## src/rtl/iomem_arbiter.sv

```systemverilog
// iomem_arbiter: two-master round-robin arbiter for the iomem peripheral bus.
// Shares one slave-side iomem port between master 0 (CPU) and master 1 (e.g. DMA).
// A watchdog force-completes any transfer the slave never acknowledges, returning
// ERR_DATA and pulsing timeout_err, so an absent device cannot stall a master.
//
// Ports:
//   clk, resetn                     clock, synchronous active-low reset
//   m0_* / m1_*                     master ports: valid/wstrb/addr/wdata in, ready/rdata out
//   s_valid/s_wstrb/s_addr/s_wdata  request forwarded from the granted master
//   s_ready/s_rdata                 slave acknowledge and read data
//   grant                           one-hot owner {m1,m0}; 00 when idle
//   timeout_err                     1-cycle pulse when the watchdog fires
//   timeout_addr                    address of the most recent timed-out transfer (sticky)
module iomem_arbiter #(
  parameter int unsigned TIMEOUT  = 255,
  parameter int unsigned TW       = 8,
  parameter logic [31:0] ERR_DATA = 32'hFFFF_FFFF
) (
  input  logic        clk,
  input  logic        resetn,
  input  logic        m0_valid,
  input  logic [3:0]  m0_wstrb,
  input  logic [31:0] m0_addr,
  input  logic [31:0] m0_wdata,
  output logic        m0_ready,
  output logic [31:0] m0_rdata,
  input  logic        m1_valid,
  input  logic [3:0]  m1_wstrb,
  input  logic [31:0] m1_addr,
  input  logic [31:0] m1_wdata,
  output logic        m1_ready,
  output logic [31:0] m1_rdata,
  output logic        s_valid,
  output logic [3:0]  s_wstrb,
  output logic [31:0] s_addr,
  output logic [31:0] s_wdata,
  input  logic        s_ready,
  input  logic [31:0] s_rdata,
  output logic [1:0]  grant,
  output logic        timeout_err,
  output logic [31:0] timeout_addr
);

  localparam logic [TW-1:0] WD_LAST = TW'(TIMEOUT - 1);

  typedef enum logic {IDLE, BUSY} state_t;

  state_t        state_q, state_d;
  logic [1:0]    grant_q, grant_d;
  logic          last_q, last_d;        // 1: master 1 won the last arbitration
  logic [TW-1:0] wd_cnt_q, wd_cnt_d;
  logic [31:0]   timeout_addr_q, timeout_addr_d;

  logic          sel_m1;
  logic          g_valid;
  logic          win_m1;
  logic          done;
  logic [31:0]   done_rdata;

  always_ff @(posedge clk) begin
    if (!resetn) begin
      state_q        <= IDLE;
      grant_q        <= '0;
      last_q         <= 1'b1;
      wd_cnt_q       <= '0;
      timeout_addr_q <= '0;
    end else begin
      state_q        <= state_d;
      grant_q        <= grant_d;
      last_q         <= last_d;
      wd_cnt_q       <= wd_cnt_d;
      timeout_addr_q <= timeout_addr_d;
    end
  end

  always_comb begin
    state_d        = state_q;
    grant_d        = grant_q;
    last_d         = last_q;
    wd_cnt_d       = wd_cnt_q;
    timeout_addr_d = timeout_addr_q;
    s_valid        = 1'b0;
    s_wstrb        = '0;
    s_addr         = '0;
    s_wdata        = '0;
    grant          = '0;
    timeout_err    = 1'b0;
    done           = 1'b0;
    done_rdata     = '0;
    sel_m1         = grant_q[1];
    g_valid        = sel_m1 ? m1_valid : m0_valid;
    // On contention the master that did not win last time takes the bus.
    win_m1         = m1_valid && (!m0_valid || !last_q);

    case (state_q)
      IDLE: begin
        if (m0_valid || m1_valid) begin
          grant_d  = win_m1 ? 2'b10 : 2'b01;
          last_d   = win_m1;
          wd_cnt_d = '0;
          state_d  = BUSY;
        end
      end
      BUSY: begin
        s_valid = 1'b1;
        grant   = grant_q;
        s_wstrb = sel_m1 ? m1_wstrb : m0_wstrb;
        s_addr  = sel_m1 ? m1_addr  : m0_addr;
        s_wdata = sel_m1 ? m1_wdata : m0_wdata;
        if (!g_valid) begin
          // Master abandoned its request: release the bus quietly.
          state_d = IDLE;
        end else if (s_ready) begin
          done       = 1'b1;
          done_rdata = s_rdata;
          state_d    = IDLE;
        end else if (wd_cnt_q == WD_LAST) begin
          done           = 1'b1;
          done_rdata     = ERR_DATA;
          timeout_err    = 1'b1;
          timeout_addr_d = sel_m1 ? m1_addr : m0_addr;
          state_d        = IDLE;
        end else begin
          wd_cnt_d = wd_cnt_q + TW'(1);
        end
      end
      default: state_d = IDLE;
    endcase

    m0_ready = done && !sel_m1;
    m1_ready = done &&  sel_m1;
    m0_rdata = m0_ready ? done_rdata : '0;
    m1_rdata = m1_ready ? done_rdata : '0;
  end

  assign timeout_addr = timeout_addr_q;

endmodule

```

## config.mk

```make
export PLATFORM = sky130hd
export DESIGN_NAME = iomem_arbiter
export DESIGN_NICKNAME = d
export VERILOG_FILES = /design/src/rtl/iomem_arbiter.sv
export SDC_FILE = /design/constraint.sdc
export NUM_CORES = 1
export LEC_CHECK = 0
export BUFFER_PORTS_ARGS = -buffer_cell sky130_fd_sc_hd__buf_4
export CAP_MARGIN = 0
export CORE_AREA = 4 4 131 133
export DETAILED_ROUTE_END_ITERATION = 7
export DIE_AREA = 0 0 135 137
export SYNTH_ARGS = -nofsm -noshare
export SYNTH_HDL_FRONTEND = slang
export SYNTH_SLANG_ARGS = --single-unit
```

## constraint.sdc

```tcl
create_clock -name clk -period 2.8 [get_ports clk]
set_clock_uncertainty 0.2 [all_clocks]
set_input_delay 0.14 -clock clk [delete_from_list [all_inputs] [get_ports clk]]
set_output_delay 0.14 -clock clk [all_outputs]
set_load 0.02 [all_outputs]
```

==> metrics.yaml, run 1 <==
status: "complete, no violations"
fp.dieW_um: 135
power.internal_w: 0.00138
mostFrequentLayoutCells: "buf_4 (348), nor2b_1 (100), mux2i_1 (69), nor2_1 (68), dfxtp_1 (42)"
syn_nets: 631
cts_tree: "done"
rows: 46
cp_data_required_time_ns: 2.46
slew_headroom_pct: 59.5
max_freq_mhz: 399
clkPwrFrac_pct: 29.7
nets: 942
final_common_cell: "buf_4"
fin_crit_sh_pct: 89.6
cts.sinks: 44
crit_path_start_kind: "register"
p_switching_w: 0.000647
dr.pass1.iters: 4
antenna_found_initial: 0
seq_area_frac_synth_pct: 23.8
dieArea_sq_um: 18500
syn_inst: 456
grt_util_met3_pct: 4.45
grt_usage_pct: 15.5
drc: 0
p_total_w: 0.00202
routed_via_density: 4.51
max_slew.worst_pin.slew_ns: 0.608
wl_per_cell_um: 16.2
io_buffers: 342
layout_setup_ws_ns: 0.291
grtUsageMet2_pct: 29.6
grtUsageMet1_pct: 16.8
place_ws_ns: 0.389
area_delta_synth_final_pct: 77.8
comb_power_share_pct: 38.8
rsz0062_at_grt: "false"
drv_cap: 0
ir_drop_mv: 0.266
grt_pass1_vias: 4347
die_h_um: 137
avgSynthCellArea_sq_um: 8.12
initial_utilization_pct: 23.4
drt-total-wl_um: 16000
fillers: 1637
power.density_nw_per_um2: 308
diodes: 0
drtAntennaViolNets: 0
cts_root_buffer: "clkbuf_16"
cts.htree.levels: 2
hpwl_um: 12600
arrival_ns: 2.17
setup_viol: 0
crit_path_end_kind: "output pin"
grt_pass1_wl_um: 23400
critPathMaxFanout: 33
fin_crit_ns: 2.51
hold_viol: 0
grt_max_degree: 73
p_leak_nw: 3.16
num_vias: 4437
yosysUniqueCellTypes: 35
gp_congestion: 0.744
grt.busiest_layer: "met2"
crit_top_cell: "buf_4"
fin_setup_tns_ns: 0
path_clk_slew_ns: 0.06
clockBufferDepth: 2
clk_latency_ns: 0.28
p_seq_share_pct: 31.5
path_cells: "inv_1 > ha_1 > and3_1 > a21o_1 > nand4_1 > buf_4 > nor2_1 > buf_4"
io_pins: 343
core_region_area_sq_um: 15800
cts_hold_buffers: 0
final_cell_count_no_fill: 984
swShare_pct: 32.0
drive_gt1_share_pct: 51.6
worstHoldPathType: "primary input to register"
place_inst: 976
crit_type: "register to output pin"
cts_buffers: 5
ys_ff_latch: 44
grt_overflow: 0
drtIter0Drc: 178
slowest_stage: "dfxtp_1"
drv_slew: 0
synth_area_sq_um: 3700
yosysWarningCount: 0
slowest_delay_ns: 0.36
## flip-flops by register name (all words and copies together), names as in the netlist
register,cells
timeout_addr,32
wd_cnt_q,8
grant_q,2
last_q,1
state_q,1
## power groups by stage
stage	registers [W]	logic [W]	clock network, W
after global routing	0.000638	0.000848	0.000649
after global placement	0.000652	0.000796	0
final	0.000638	0.000786	0.000601
after floorplan	0.000649	0.000398	0
after detailed placement	0.000652	0.000798	0
after CTS	0.000637	0.000800	0.000619
## routing by layer
metal / vias to the layer above / share of wire (%)
met4: 0 / 1.6
met3: 10 / 9.7
met2: 231 / 51
li1: 2210 / -
met5: - / 0
met1: 1986 / 37
## stage by stage
stage               hold slack, ns  area [sq um]  util (%)
finish                      0.0171          6580      41.6
global route                0.0662          6580      41.6
CTS                        0.00925          6570      41.5
detailed placement           0.277          6420      40.6
global placement             0.278          6420      40.6
floorplan                    0.159          3700         -
## what timing repair did
action | 4_1_cts | 5_1_grt
buffers inserted | 0 | 0
setup endpoints to repair | 0 | 25
hold endpoints to repair | 0 | 0
resized for setup | 0 | 2
## synthesized netlist by cell type
library cell	instances	area, sq um
nor2b_1	100	626
mux2i_1	69	691
nor2_1	68	255
dfxtp_1	44	881
o211ai_1	38	285
clkbuf_1	29	109
o31ai_2	29	363
buf_1	8	30.0
a21oi_1	7	35.0
a31oi_1	7	43.8
inv_1	7	26.3
buf_2	5	25.0
nand3_1	5	25.0
and3_1	4	25.0
buf_6	4	45.0
nand2_1	3	11.3
nand2b_1	3	18.8
o21ai_0	3	15.0
o31ai_1	3	22.5
and2_1	2	12.5
ha_1	2	25.0
o21a_1	2	15.0
or3_1	2	12.5
a21o_1	1	7.51
a21oi_2	1	8.76
and4_1	1	8.76
inv_2	1	3.75
nand2b_4	1	13.8
nand4_1	1	6.26
nand4b_4	1	23.8
nor3_1	1	5.00
o21bai_1	1	7.51
or2_1	1	6.26
or2_2	1	6.26
or4_1	1	7.51
## critical path, delay by kind of cell (launching register included)
family | cells | cell delay, ns
compound gates | 1 | 0.27
fa+ha+maj | 1 | 0.19
buf+inv | 3 | 0.58
flops | 1 | 0.36
simple gates | 3 | 0.46
## cells by family (layout without fill, tap and decap cells)
kind of cell	after synthesis	after routing	share of synthesized area, %
multiplexers	69	69	18.7
adder cells (fa/ha/maj)	2	2	0.676
AO/OA/AOI/OAI	92	92	21.7
AND/OR/NAND/NOR	195	195	28.7
buffers and inverters	54	366	6.45
flip-flops	44	44	23.8
## worst paths after layout
check         startpoint           to  slack [ns]  cells after the start
max          wd_cnt_q[0]  m1_rdata[5]        0.29                      8
max reg2reg  wd_cnt_q[0]  wd_cnt_q[4]        0.71                      6
min             m0_valid   grant_q[1]        0.02                      4
min reg2reg   grant_q[0]   grant_q[0]        0.29                      2
## area by class of cell
cell class | instances | area [sq um] | area share, %
clock buffer | 6 | 139 | 2.11
clock inverter | 2 | 13.8 | 0.209
inverter | 8 | 30.0 | 0.456
multi-input combinational | 358 | 2590 | 39.4
sequential | 44 | 886 | 13.5
tap | 216 | 270 | 4.11
timing repair buffer | 350 | 2650 | 40.3
(Power assumes the default switching activity.)
==> run 2, diff against run 1 <==
--- a/config.mk
+++ b/config.mk
@@ -10,6 +10,8 @@
 export CORE_AREA = 4 4 131 133
 export DETAILED_ROUTE_END_ITERATION = 7
 export DIE_AREA = 0 0 135 137
+export PLACE_DENSITY = 0.61
+export RECOVER_POWER = 100
 export SYNTH_ARGS = -nofsm -noshare
 export SYNTH_HDL_FRONTEND = slang
 export SYNTH_SLANG_ARGS = --single-unit
==> run 2 against run 1 <==
- critical endpoint is now m0_ready
- worst setup slack worse by 0.13 ns
- power is 1.2% higher
- via count is 0.27% lower
- global-route usage is 0.53 points lower
- clock power is 16% higher
- flip-flop and latch count stayed put
- sequential power hardly changed
- largest power group unchanged
- register-to-register slack worse by 0.22 ns
- highest routed layer unchanged
==> metrics.yaml, run 2 (synthesis gave the netlist of run 1 again) <==
slowest_stage: "or3_1"  # was dfxtp_1
hpwl_um: 12600  # about the same
rows: 46  # unchanged
cts_buffers: 5  # unchanged
crit_type: "register to output pin"  # unchanged
cts_tree: "done"  # unchanged
slowest_delay_ns: 0.60  # was 0.36 ns
dr.pass1.iters: 4  # unchanged
place_inst: 980  # was 976
p_leak_nw: 2.58  # was 3.16 nW
cts_root_buffer: "clkbuf_16"  # unchanged
fillers: 1815  # was 1637
grtUsageMet1_pct: 16.9  # was 16.8%
crit_path_end_kind: "output pin"  # unchanged
grt_max_degree: 46  # was 73
hold_viol: 0  # unchanged
largest_reg_flops: 32  # unchanged
drtIter0Drc: 164  # was 178
clk_latency_ns: 0.28  # about the same
rsz0062_at_grt: "false"  # unchanged
cts.htree.levels: 2  # unchanged
register_area_sq_um: 882  # was 886 sq um
grtUsageMet2_pct: 28.1  # was 29.6%
startpoint: "grant_q[1]"  # was wd_cnt_q[0]
multi_input_area_sq_um: 2510  # was 2590 sq um
nets: 946  # was 942
crit_path_start_kind: "register"  # unchanged
worstHoldPathType: "primary input to register"  # unchanged
drive_gt1_share_pct: 33.2  # was 51.6%
fin_crit_ns: 2.64  # was 2.51 ns
slew_headroom_pct: 36.4  # was 59.5%
post-cts-setup-buffer-count: 0  # unchanged
grt_pass1_wl_um: 22300  # was 23400 um
fin_setup_tns_ns: 0  # unchanged
drt-total-wl_um: 15900  # was 16000 um
grt_pass1_vias: 4195  # was 4347
max_freq_mhz: 379  # was 399 MHz
drv_cap: 0  # unchanged
cp_data_required_time_ns: 2.46  # about the same
dieArea_sq_um: 18500  # unchanged
arrival_ns: 2.30  # was 2.17 ns
post_cts_resized: 0  # unchanged
final_common_cell: "buf_4"  # unchanged
status: "complete, no violations"  # unchanged
ir_drop_mv: 0.241  # was 0.266 mV
utilization_pct: 37.9  # was 41.6%
fin_crit_sh_pct: 94.2  # was 89.6%
final_cell_count_no_fill: 988  # was 984
gp_congestion: 0.781  # was 0.744
initial_utilization_pct: 23.4  # unchanged
grt_usage_pct: 15.0  # was 15.5%
diodes: 0  # unchanged
fp.dieW_um: 135  # unchanged
power.density_nw_per_um2: 342  # was 308 nW/um^2
mostFrequentLayoutCells: "buf_4 (201), clkbuf_1 (130), nor2b_1 (100), mux2i_1 (69), nor2_1 (68)"  # was buf_4 (348), nor2b_1 (100), mux2i_1 (69), nor2_1 (68), dfxtp_1 (42)
io_pins: 343  # unchanged
path_cells: "clkbuf_2 > or3_1 > buf_4 > inv_1 > clkbuf_1"  # was inv_1 > ha_1 > and3_1 > a21o_1 > nand4_1 > buf_4 > nor2_1 > buf_4
worst-path-buf-inv: 4  # was 3
max_slew.worst_pin.slew_ns: 0.953  # was 0.608 ns
setup_viol: 0  # unchanged
critPathTopFamily: "buffers and inverters"  # unchanged
core_region_area_sq_um: 15800  # unchanged
drc: 0  # unchanged
num_vias: 4425  # was 4437
io_buffers: 342  # unchanged
routed_via_density: 4.48  # was 4.51
drv_slew: 0  # unchanged
grt_overflow: 0  # unchanged
area_delta_synth_final_pct: 61.9  # was 77.8%
wl_per_cell_um: 16.1  # was 16.2 um
cts.sinks: 44  # unchanged
antenna_found_initial: 0  # unchanged
cts_hold_buffers: 0  # unchanged
grt.busiest_layer: "met2"  # unchanged
die_h_um: 137  # unchanged
path_clk_slew_ns: 0.06  # about the same
drtAntennaViolNets: 0  # unchanged
crit-reg2reg-launch: "wd_cnt_q[0]"  # unchanged
hp-start: "m1_valid"  # was m0_valid
critPathMaxFanout: 27  # was 33
clockBufferDepth: 2  # unchanged
grt_util_met3_pct: 4.08  # was 4.45%
run 2: cell count changes in the layout (fill, tap and decap cells not counted), sizes merged:
cell,before,now
bufinv,0,1
buf,350,201
inv,9,8
clkinvlp,1,0
clkbuf,6,160
run 2: final timing paths:
check | end | slack (ns) | cells after the start
min | grant_q[0] | 0.03 | 4
max reg2reg | timeout_addr[14] | 0.49 | 7
max | m0_ready | 0.16 | 5
min reg2reg | timeout_addr[6] | 0.30 | 2
run 2: area by class of cell:
cell class	instances	area share [%]
Sequential cell	44	14.7
Timing Repair Buffer	354	35.3
Multi-Input combinational cell	358	41.9
Tap cell	216	4.51
Inverter	8	0.501
Clock buffer	7	2.55
Clock inverter	1	0.501
run 2: routing by layer:
layer / vias up / share of wire (%)
li1: 2220 / -
met1: 1979 / 39
met2: 220 / 50
met3: 6 / 10
met4: 0 / 0.89
met5: - / 0
run 2: worst min-delay path, stage by stage:
cell and delay (ns):
buf_4 0.11, a21oi_1 0.07, a21oi_1 0.11, nor2_1 0.04
run 2: per-stage QoR:
stage / worst slack, ns / power (W) / hold slack, ns / cell area, sq um
6_report: 0.162 / 0.00205 / 0.0346 / 5990
5_1_grt: 0.0578 / 0.00215 / 0.0548 / 5990
4_1_cts: 0.237 / 0.00215 / 0.0298 / 6610
3_5_place_dp: 0.548 / 0.00145 / 0.287 / 6430
3_3_place_gp: 0.588 / 0.00144 / 0.275 / 6430
2_1_floorplan: 0.663 / 0.00105 / 0.159 / 3700
run 2: power by group:
part / leakage (nW) / internal (W) / total, W / switching, W
clock: 0.0901 / 0.000469 / 0.000697 / 0.000228
combinational: 2.13 / 0.000325 / 0.000713 / 0.000387
sequential: 0.356 / 0.000632 / 0.000640 / 0.00000821
==> run 3, diff against run 2 <==
--- a/config.mk
+++ b/config.mk
@@ -10,7 +10,8 @@
 export CORE_AREA = 4 4 131 133
 export DETAILED_ROUTE_END_ITERATION = 7
 export DIE_AREA = 0 0 135 137
-export PLACE_DENSITY = 0.61
+export HOLD_SLACK_MARGIN = 0.15
+export PLACE_DENSITY = 0.53
 export RECOVER_POWER = 100
 export SYNTH_ARGS = -nofsm -noshare
 export SYNTH_HDL_FRONTEND = slang
==> run 3 against run 2 <==
- largest power group unchanged
- routed wire length is 7.5% higher
- register-to-register slack better by 0.02 ns
- critical path type unchanged
- first-iteration DRC count is 39% higher
- highest routed layer unchanged
==> metrics.yaml, run 3 (synthesis gave the netlist of run 1 again) <==
slowest_delay_ns: 0.34  # was 0.60 ns
rsz0062_at_grt: "false"  # unchanged
drt-total-wl_um: 17100  # was 15900 um
setup_viol: 0  # unchanged
cts_tree: "done"  # unchanged
grt_overflow: 0  # unchanged
ir_drop_mv: 0.218  # was 0.241 mV
wl_per_cell_um: 16.3  # was 16.1 um
diodes: 0  # unchanged
cp_data_required_time_ns: 2.46  # about the same
slew_headroom_pct: 45.7  # was 36.4%
grt_max_degree: 73  # was 46
slowest_stage: "clkbuf_4"  # was or3_1
max_slew.worst_pin.slew_ns: 0.814  # was 0.953 ns
critPathTopFamily: "buffers and inverters"  # unchanged
num_vias: 4764  # was 4425
clk_latency_ns: 0.28  # about the same
drive_gt1_share_pct: 30.3  # was 33.2%
drtAntennaViolNets: 0  # unchanged
cts.sinks: 44  # unchanged
startpoint: "wd_cnt_q[0]"  # was grant_q[1]
cts_root_buffer: "clkbuf_16"  # unchanged
fin_crit_sh_pct: 91.5  # was 94.2%
max_freq_mhz: 390  # was 379 MHz
p_total_w: 0.00210  # was 0.00205 W
nets: 1006  # was 946
drv_cap: 0  # unchanged
fin_setup_tns_ns: 0  # unchanged
path_clk_slew_ns: 0.06  # about the same
fin_crit_ns: 2.56  # was 2.64 ns
die_h_um: 137  # unchanged
worstHoldPathType: "primary input to register"  # unchanged
worst-path-buf-inv: 3  # was 4
drv_slew: 0  # unchanged
cts.htree.levels: 2  # unchanged
mostFrequentLayoutCells: "buf_4 (182), clkbuf_1 (122), nor2b_1 (100), mux2i_1 (69), nor2_1 (68)"  # was buf_4 (201), clkbuf_1 (130), nor2b_1 (100), mux2i_1 (69), nor2_1 (68)
grt_pass1_wl_um: 25700  # was 22300 um
cts_buffers: 5  # unchanged
utilization_pct: 41.4  # was 37.9%
area_delta_synth_final_pct: 76.9  # was 61.9%
rows: 46  # unchanged
routed_via_density: 4.55  # was 4.48
critPathMaxFanout: 33  # was 27
grt_usage_pct: 17.0  # was 15.0%
largest_reg_flops: 32  # unchanged
gp_congestion: 0.768  # was 0.781
crit_type: "register to output pin"  # unchanged
grt_pass1_vias: 4848  # was 4195
crit_path_end_kind: "output pin"  # unchanged
arrival_ns: 2.22  # was 2.30 ns
hp-start: "m1_addr[26]"  # was m1_valid
crit_path_start_kind: "register"  # unchanged
worst_hold_slack_ns: 0.146  # was 0.0346 ns
dieArea_sq_um: 18500  # unchanged
drc: 0  # unchanged
io_pins: 343  # unchanged
final_common_cell: "buf_4"  # unchanged
drtIter0Drc: 228  # was 164
dr.pass1.iters: 4  # unchanged
p_leak_nw: 2.82  # was 2.58 nW
power.density_nw_per_um2: 320  # was 342 nW/um^2
core_region_area_sq_um: 15800  # unchanged
hold_viol: 0  # unchanged
io_buffers: 342  # unchanged
path_cells: "inv_1 > ha_1 > and3_1 > a21o_1 > nand4_1 > clkbuf_4 > nor2_1 > clkbuf_1"  # was clkbuf_2 > or3_1 > buf_4 > inv_1 > clkbuf_1
antenna_found_initial: 0  # unchanged
crit-reg2reg-launch: "state_q"  # was wd_cnt_q[0]
hpwl_um: 13500  # was 12600 um
initial_utilization_pct: 23.4  # unchanged
status: "complete, no violations"  # unchanged
fp.dieW_um: 135  # unchanged
post-cts-setup-buffer-count: 0  # unchanged
clockBufferDepth: 2  # unchanged
==> run 3: cell types whose count changed in the layout (fill, tap and decap cells not counted), sizes merged <==
cell	previous run	this run
buf	201	183
clkinv	0	1
dlygate4sd3	0	65
clkbuf	160	172
==> run 3: routing by layer <==
metal | vias up | track usage, % | share of wire [%] | wire length (um)
met5 | - | 0 | 0 | 0
met4 | 0 | 3.58 | 0.88 | 151
met3 | 8 | 3.93 | 8.5 | 1450
met2 | 232 | 34.2 | 54 | 9230
met1 | 2184 | 17.9 | 37 | 6270
li1 | 2340 | - | - | -
==> run 3: path summary, 6_finish.rpt <==
path	endpoint	slack [ns]	cells past startpoint
max	m1_rdata[8]	0.24	8
min	timeout_addr[26]	0.15	3
min reg2reg	timeout_addr[31]	0.29	2
max reg2reg	grant_q[1]	0.51	6
==> run 3: final cells by class <==
| class | count | area, sq um |
|---|---|---|
| Tap cell | 216 | 270 |
| Clock buffer | 6 | 129 |
| Clock inverter | 2 | 35.0 |
| Fill cell | 1735 | 9280 |
| Multi-Input combinational cell | 358 | 2480 |
| Timing Repair Buffer | 414 | 2720 |
| Inverter | 8 | 30.0 |
| Sequential cell | 44 | 882 |
==> run 3: power by group <==
group          switching, W  internal [W]  total, W
Clock              0.000234      0.000420  0.000654
Combinational      0.000403      0.000398  0.000802
Sequential        0.0000110      0.000632  0.000643
Total              0.000649       0.00145   0.00210
==> run 3: per-stage QoR <==
| step | instance area (sq um) | cells | setup slack [ns] |
|---|---|---|---|
| 3_3_place_gp | 6400 | 975 | 0.412 |
| 5_1_grt | 6550 | 1048 | 0.0447 |
| 2_1_floorplan | 3700 | 456 | 0.663 |
| 4_1_cts | 7220 | 1048 | 0.0199 |
| 3_5_place_dp | 6400 | 975 | 0.401 |
| 6_report | 6550 | 1048 | 0.237 |
==> run 3: worst min-delay path, stage by stage <==
cell and delay [ns]:
buf_4 0.09, mux2i_1 0.13, o31ai_1 0.24
==> run 3: timing repair <==
item,CTS,global route
hold endpoints to repair,37,0
hold buffers,65,0
endpoints found under the setup margin,0,1
resized for setup,0,1
